<file path="src/rtl/alu_pkg.sv">
`default_nettype none
// ============================================================================
// Module   : alu_pkg
// Purpose  : Shared types for the ALU instruction-queue core: opcode
//            encoding, controller state encoding and opcode helpers.
// Ports    : none (package)
// Revision : 1.0 - initial release
// ============================================================================
package alu_pkg;

  localparam int OP_W = 3;

  // Opcode encoding as seen on the op input and stored in the queue.
  typedef enum logic [OP_W-1:0] {
    OP_ADD  = 3'b000,
    OP_SUB  = 3'b001,
    OP_AND  = 3'b010,
    OP_OR   = 3'b011,
    OP_EQ   = 3'b100,
    OP_GT   = 3'b101,
    OP_LT   = 3'b110,
    OP_ZERO = 3'b111
  } alu_op_e;

  // Controller states: waiting for work, computing, presenting a result.
  typedef enum logic [1:0] {
    ST_IDLE = 2'd0,
    ST_EXEC = 2'd1,
    ST_DONE = 2'd2
  } alu_state_e;

  // Only arithmetic and bitwise results carry a meaningful sign bit;
  // compare/zero-test results are plain 0/1 booleans.
  function automatic logic op_has_sign(input alu_op_e op);
    return (op == OP_ADD) || (op == OP_SUB) || (op == OP_AND) || (op == OP_OR);
  endfunction

endpackage
`default_nettype wire

</file>
<file path="src/rtl/alu_queue_fifo.sv">
`default_nettype none
// ============================================================================
// Module   : alu_queue_fifo
// Purpose  : Circular-buffer instruction queue of DEPTH entries, DW bits each.
// Ports    : clk_i, rst_ni (async, active-low)
//            push_i/wdata_i : enqueue request and entry (ignored when full)
//            pop_i          : dequeue request (ignored when empty)
//            rdata_o        : current head entry
//            full_o, empty_o, count_o : occupancy status
// Revision : 1.0 - initial release
// ============================================================================
module alu_queue_fifo #(
  parameter int DW    = 15,
  parameter int DEPTH = 8
) (
  input  logic                   clk_i,
  input  logic                   rst_ni,
  input  logic                   push_i,
  input  logic [DW-1:0]          wdata_i,
  input  logic                   pop_i,
  output logic [DW-1:0]          rdata_o,
  output logic                   full_o,
  output logic                   empty_o,
  output logic [$clog2(DEPTH):0] count_o
);

  localparam int AW = $clog2(DEPTH);

  logic [DW-1:0] mem_q [DEPTH];
  logic [AW-1:0] wr_ptr_q;
  logic [AW-1:0] rd_ptr_q;
  logic [AW:0]   count_q;

  logic push_ok;
  logic pop_ok;

  assign full_o  = (count_q == (AW+1)'(DEPTH));
  assign empty_o = (count_q == '0);
  assign count_o = count_q;
  assign rdata_o = mem_q[rd_ptr_q];

  // A push against a full queue is refused even if a pop happens on the
  // same edge: acceptance is judged on the occupancy before the edge.
  assign push_ok = push_i && !full_o;
  assign pop_ok  = pop_i && !empty_o;

  // DEPTH is a power of two, so natural pointer overflow is the wrap.
  always_ff @(posedge clk_i or negedge rst_ni) begin
    if (!rst_ni) begin
      wr_ptr_q <= '0;
      rd_ptr_q <= '0;
      count_q  <= '0;
    end else begin
      if (push_ok) wr_ptr_q <= wr_ptr_q + AW'(1);
      if (pop_ok)  rd_ptr_q <= rd_ptr_q + AW'(1);
      if (push_ok && !pop_ok)      count_q <= count_q + (AW+1)'(1);
      else if (!push_ok && pop_ok) count_q <= count_q - (AW+1)'(1);
    end
  end

  // Storage is deliberately left out of reset.
  always_ff @(posedge clk_i) begin
    if (push_ok) mem_q[wr_ptr_q] <= wdata_i;
  end

endmodule
`default_nettype wire

</file>
<file path="src/rtl/alu_queue_core.sv">
`default_nettype none
// ============================================================================
// Module   : alu_queue_core
// Purpose  : Queued signed ALU. Instructions {a, b, op} are enqueued, popped
//            one at a time (continuously or per step pulse), executed and
//            presented with a valid/ready handshake.
// Ports    : clock, rstsync (async, active-low)
//            push, op, a, b        : enqueue an instruction
//            run_mode, step        : continuous vs single-step execution
//            res_ready             : consumer acceptance
//            res_valid, res, neg_a, neg_b, neg_r, ovf : result and flags
//            full, empty, count, drop_err           : queue status
// Revision : 1.0 - initial release
// ============================================================================
module alu_queue_core
  import alu_pkg::*;
#(
  parameter int WIDTH = 6,
  parameter int DEPTH = 8
) (
  input  logic                   clock,
  input  logic                   rstsync,
  input  logic                   push,
  input  logic [2:0]             op,
  input  logic [WIDTH-1:0]       a,
  input  logic [WIDTH-1:0]       b,
  input  logic                   run_mode,
  input  logic                   step,
  input  logic                   res_ready,
  output logic                   res_valid,
  output logic [WIDTH-1:0]       res,
  output logic                   neg_a,
  output logic                   neg_b,
  output logic                   neg_r,
  output logic                   ovf,
  output logic                   full,
  output logic                   empty,
  output logic [$clog2(DEPTH):0] count,
  output logic                   drop_err
);

  localparam int EW = 2 * WIDTH + OP_W;

  // Queue entry layout: {op, a, b}
  logic [EW-1:0] wdata;
  logic [EW-1:0] head;
  logic          pop;

  assign wdata = {op, a, b};

  alu_queue_fifo #(
    .DW    (EW),
    .DEPTH (DEPTH)
  ) u_fifo (
    .clk_i   (clock),
    .rst_ni  (rstsync),
    .push_i  (push),
    .wdata_i (wdata),
    .pop_i   (pop),
    .rdata_o (head),
    .full_o  (full),
    .empty_o (empty),
    .count_o (count)
  );

  alu_state_e       state_q, state_d;
  alu_op_e          op_q;
  logic [WIDTH-1:0] a_q, b_q;
  logic [WIDTH-1:0] res_q;
  logic             neg_a_q, neg_b_q, neg_r_q, ovf_q;
  logic             drop_q;

  // Next-state logic. A step outside IDLE or with an empty queue simply
  // has no effect; nothing is stored for later.
  always_comb begin
    state_d = state_q;
    pop     = 1'b0;
    case (state_q)
      ST_IDLE: begin
        if (!empty && (run_mode || step)) begin
          pop     = 1'b1;
          state_d = ST_EXEC;
        end
      end
      ST_EXEC: state_d = ST_DONE;
      ST_DONE: if (res_ready) state_d = ST_IDLE;
      default: state_d = ST_IDLE;
    endcase
  end

  // Arithmetic on the latched operands.
  logic [WIDTH-1:0] sum, diff, alu_res;
  logic             alu_ovf;

  assign sum  = a_q + b_q;
  assign diff = a_q - b_q;

  always_comb begin
    alu_res = '0;
    alu_ovf = 1'b0;
    case (op_q)
      // Overflow: operands of equal sign produce a sum of the other sign.
      OP_ADD: begin
        alu_res = sum;
        alu_ovf = (a_q[WIDTH-1] == b_q[WIDTH-1]) && (sum[WIDTH-1] != a_q[WIDTH-1]);
      end
      // Overflow: operands of opposite sign produce a difference whose sign
      // differs from the minuend.
      OP_SUB: begin
        alu_res = diff;
        alu_ovf = (a_q[WIDTH-1] != b_q[WIDTH-1]) && (diff[WIDTH-1] != a_q[WIDTH-1]);
      end
      OP_AND:  alu_res = a_q & b_q;
      OP_OR:   alu_res = a_q | b_q;
      OP_EQ:   alu_res = {{(WIDTH-1){1'b0}}, (a_q == b_q)};
      OP_GT:   alu_res = {{(WIDTH-1){1'b0}}, ($signed(a_q) > $signed(b_q))};
      OP_LT:   alu_res = {{(WIDTH-1){1'b0}}, ($signed(a_q) < $signed(b_q))};
      OP_ZERO: alu_res = {{(WIDTH-1){1'b0}}, (a_q == '0)};
      default: alu_res = '0;
    endcase
  end

  always_ff @(posedge clock or negedge rstsync) begin
    if (!rstsync) begin
      state_q <= ST_IDLE;
      op_q    <= OP_ADD;
      a_q     <= '0;
      b_q     <= '0;
      res_q   <= '0;
      neg_a_q <= 1'b0;
      neg_b_q <= 1'b0;
      neg_r_q <= 1'b0;
      ovf_q   <= 1'b0;
      drop_q  <= 1'b0;
    end else begin
      state_q <= state_d;
      if (pop) begin
        op_q <= alu_op_e'(head[EW-1 -: OP_W]);
        a_q  <= head[2*WIDTH-1 -: WIDTH];
        b_q  <= head[WIDTH-1:0];
      end
      // Result and flags change only when leaving EXEC, so they stay put
      // through DONE and keep their last values back in IDLE.
      if (state_q == ST_EXEC) begin
        res_q   <= alu_res;
        ovf_q   <= alu_ovf;
        neg_a_q <= a_q[WIDTH-1];
        neg_b_q <= (op_q == OP_ZERO) ? 1'b0 : b_q[WIDTH-1];
        neg_r_q <= op_has_sign(op_q) ? alu_res[WIDTH-1] : 1'b0;
      end
      if (push && full) drop_q <= 1'b1;
    end
  end

  assign res_valid = (state_q == ST_DONE);
  assign res       = res_q;
  assign neg_a     = neg_a_q;
  assign neg_b     = neg_b_q;
  assign neg_r     = neg_r_q;
  assign ovf       = ovf_q;
  assign drop_err  = drop_q;

endmodule
`default_nettype wire

</file>
<file path="config.mk">
export PLATFORM = sky130hd
export DESIGN_NAME = alu_queue_core
export DESIGN_NICKNAME = d
export VERILOG_FILES = /design/src/rtl/alu_pkg.sv /design/src/rtl/alu_queue_fifo.sv /design/src/rtl/alu_queue_core.sv
export SDC_FILE = /design/constraint.sdc
export NUM_CORES = 1
export LEC_CHECK = 0
export ABC_AREA = 1
export ABC_CLOCK_PERIOD_IN_PS = 3000
export CAP_MARGIN = 30
export CORE_ASPECT_RATIO = 1.1
export CORE_MARGIN = 2
export CORE_UTILIZATION = 50
export DETAILED_ROUTE_END_ITERATION = 12
export PLACE_DENSITY = 0.73
export SYNTH_ARGS = -nofsm -noshare
export SYNTH_HDL_FRONTEND = slang
export SYNTH_HIERARCHICAL = 1
export SYNTH_SLANG_ARGS = --single-unit
</file>
<file path="constraint.sdc">
create_clock -name clock -period 3 [get_ports clock]
set_input_delay 0.3 -clock clock [delete_from_list [all_inputs] [get_ports clock]]
set_output_delay 0.3 -clock clock [all_outputs]
set_load 0.1 [all_outputs]
</file>
==> results.tsv <==
stage	metric	value	unit
finish	area_growth	15.1	%
worst_setup_path	cp.required	3.32	ns
timing	fin_skew	0.00837	ns
finish	final_cell_mix	nand2_1 (294), nor2_1 (142), edfxtp_1 (120), inv_1 (96), dfrtp_1 (33)	
timing	slew_headroom	35.0	%
outcome	violations	hold timing	
timing	hold_violations	38	
timing	setup_viol	0	
floorplanning	dieArea	16400	sq um
clock_tree	clock-sinks	158	
finish	layout_commonest_cell	nand2_1	
clock_tree	holdBufCountCts	0	
global_route	first_global_vias	5096	
clock_tree	postCtsSetupBuffers	0	
floorplanning	die_y	134	microns
outcome	outcome	complete, but fails checks	
timing	rsz0062_at_grt	no	
worst_setup_path	cp_slowest_cell	dfrtp_4	
logic_synthesis	synth-seq-cells	158	
timing	period_minus_slack	2.33	ns
global_route	grt_max_degree	63	
finish	multi_input_area	2650	sq um
finish	fill_cells	1289	
floorplanning	std_cell_rows	47	
worst_setup_path	cpPeakStageDelay	0.51	ns
clock_tree	cts_root_buf	clkbuf_16	
logic_synthesis	syn_nets	905	
power_and_ir_drop	ir_worst_vdd	0.000491	V
worst_setup_path	r2r-end	u_fifo/count_o[3]	
finish	fin_nets	946	
worst_setup_path	path_delay_family	simple AND/OR/NAND/NOR gates	
run	maxCapViolations	0	
clock_tree	cts_buffer_depth	2	
placement	portBuffers	38	
routing	vias	5426	
min_path	hold_path_class	in -> async	
global_route	overflow	0	
timing	worst_pin_slew	0.972	ns
routing	via_per_inst	4.90	
clock_tree	ctsHtreeMaxLevel	4	
global_route	track_usage	20.3	%
placement	dp_hpwl	10600	microns
power_and_ir_drop	p_leak	3.97	nW
placement	place_congestion	0.836	
global_route	grt_pass1_wl	25400	microns
routing	wl	15600	microns
power_and_ir_drop	p_per_area	1120	nW/um^2
timing	fin_hold_ws	-0.0339	ns
logic_synthesis	ys_seq_area_share	59.1	%
floorplanning	die_w	122	microns
routing	drt_iter0_markers	438	
logic_synthesis	yosysWarnings	6	
timing	period_share	77.6	%
floorplanning	core_area	15100	sq um
worst_setup_path	cp.arrival	2.65	ns
worst_setup_path	cp-end-kind	register	
timing	drv_slew	0	
clock_tree	cts_tree	done	
clock_tree	cts-buffers-inserted	17	
floorplanning	start_util	51.2	%
worst_setup_path	worstSetupStartpointType	register	
clock_tree	clock_latency	0.42	ns
global_route	antenna_found_initial	0	
routing	ant_nets	0	
worst_setup_path	cpMostUsedCell	nand2_1	
timing	fin_tns_setup	0	ns
worst_setup_path	crit_buf_inv	3	
finish	final-seq-area	4570	sq um
worst_setup_path	crit_chain	nor2_2 -> nand3_1 -> nand2_1 -> buf_4 -> inv_1 -> ha_2 -> inv_2 -> ha_1 -> or2_2 -> nand2_1 -> nand2_1 -> nand3_1 -> nand2_1	
routing	drc	0	
clock_tree	clk_pin_slew	0.07	ns
logic_synthesis	ys_types	34	
logic_synthesis	avgSynthCellArea	8.99	sq um
finish	drive_above_1_share	9.76	%
floorplanning	ios	39	
worst_setup_path	rrSetupSlack	0.67	ns
worst_setup_path	worstSetupPathType	reg -> reg	
logic_synthesis	netlist_area	7710	sq um
timing	timing.fmax	430	MHz
worst_setup_path	r2r_cells	13	
finish	antennaDiodeCount	0	
routing	routedWlPerCell	14.1	microns
clock_tree	ctsResizeCount	0	
worst_setup_path	rr_startpoint	u_fifo/count_o[0]	
logic_synthesis	syn-instance-count	858	
routing	drt_first_pass_iters	5	
worst_setup_path	crit_fanout	13	
[through the flow]
step	power [mW]	setup slack [ns]	util, %	instances	cell area, sq um
2_1_floorplan	6.92	0.00140	-	858	7750
3_3_place_gp	7.89	0.501	55.4	1076	8340
3_5_place_dp	7.97	0.480	55.4	1076	8340
4_1_cts	9.94	0.687	58.9	1108	8870
5_1_grt	10.7	0.517	58.9	1108	8870
6_report	9.91	0.672	58.9	1108	8870
[worst max-delay path by stage]
| stage | start | end | slack (ns) | cells after the start |
|---|---|---|---|---|
| global placement | step | u_fifo/count_o[3] | 0.50 | 12 |
| detailed placement | step | u_fifo/count_o[3] | 0.48 | 12 |
| finish | u_fifo/count_o[0] | u_fifo/count_o[3] | 0.67 | 13 |
| CTS | u_fifo/count_o[0] | u_fifo/count_o[3] | 0.69 | 13 |
| floorplan | u_fifo/count_o[0] | u_fifo/count_o[3] | 0.001 | 14 |
| global route | u_fifo/count_o[0] | u_fifo/count_o[3] | 0.52 | 13 |
[final cells by class]
class	instances	area share [%]
Tap cell	196	2.76
Sequential cell	158	51.5
Timing Repair Buffer	51	5.19
Clock buffer	17	4.79
Clock inverter	15	1.26
Inverter	107	4.57
Multi-Input combinational cell	564	29.9
[registers in the layout, indices dropped and copies added, names as in the netlist]
name and flops:
u_fifo/mem_q 120, a_q 6, b_q 6, res 6, u_fifo/count_o 4, op_q 3
u_fifo/rd_ptr_q 3, u_fifo/wr_ptr_q 3, state_q 2, drop_err 1, neg_a 1, neg_b 1
neg_r 1, ovf 1
[power breakdown]
part	switching, mW	internal, mW	total, mW
logic	3.20	1.44	4.64
registers	0.442	2.87	3.32
clock network	0.888	1.07	1.96
[worst reg2reg max path, delay by kind of cell, from the launching register on]
kind	cells	cell delay [ns]
simple gates	8	0.87
buf+inv	3	0.41
flops	1	0.51
fa+ha+maj	2	0.45
[cell usage after synthesis]
| cell type | instances | area, sq um |
|---|---|---|
| clkbuf_1 | 9 | 33.8 |
| o21ai_0 | 27 | 135 |
| nand4_1 | 4 | 25.0 |
| o211ai_1 | 2 | 15.0 |
| o31ai_1 | 1 | 7.51 |
| o21ai_1 | 6 | 30.0 |
| nand3_2 | 3 | 30.0 |
| inv_1 | 100 | 375 |
| nor2_1 | 143 | 537 |
| fa_1 | 3 | 60.1 |
| a21oi_1 | 7 | 35.0 |
| nor3_2 | 1 | 10.0 |
| nand2_2 | 2 | 12.5 |
| buf_2 | 14 | 70.1 |
| inv_2 | 4 | 15.0 |
| or2_2 | 1 | 6.26 |
| nor3_1 | 11 | 55.1 |
| a21o_1 | 1 | 7.51 |
| dfrtp_1 | 38 | 951 |
| a211oi_1 | 1 | 7.51 |
| nand4_2 | 1 | 12.5 |
| nand2_1 | 294 | 1100 |
| or2_1 | 1 | 6.26 |
| xor2_1 | 2 | 17.5 |
| ha_1 | 23 | 288 |
| nand3_1 | 18 | 90.1 |
| edfxtp_1 | 120 | 3600 |
| buf_4 | 3 | 22.5 |
| a21oi_4 | 1 | 16.3 |
| clkinv_1 | 3 | 11.3 |
| o21a_1 | 1 | 7.51 |
| xnor2_1 | 7 | 61.3 |
| nor2_2 | 3 | 18.8 |
| buf_6 | 3 | 33.8 |
[layer usage]
metal,track usage [%],wire length (microns)
met1,27.1,7160
met2,33.2,7530
met3,3.61,645
met4,7.60,257
met5,0,0
[cell families after synthesis]
| family | count (synthesis) | synth area share, % |
|---|---|---|
| adder cells (fa/ha/maj) | 26 | 4.51 |
| flip-flops | 158 | 59.1 |
| XOR/XNOR | 9 | 1.02 |
| AND/OR/NAND/NOR | 482 | 24.7 |
| AO/OA/AOI/OAI | 47 | 3.39 |
| buffers and inverters | 136 | 7.29 |
Note: power is estimated with default switching activity, not from simulation.
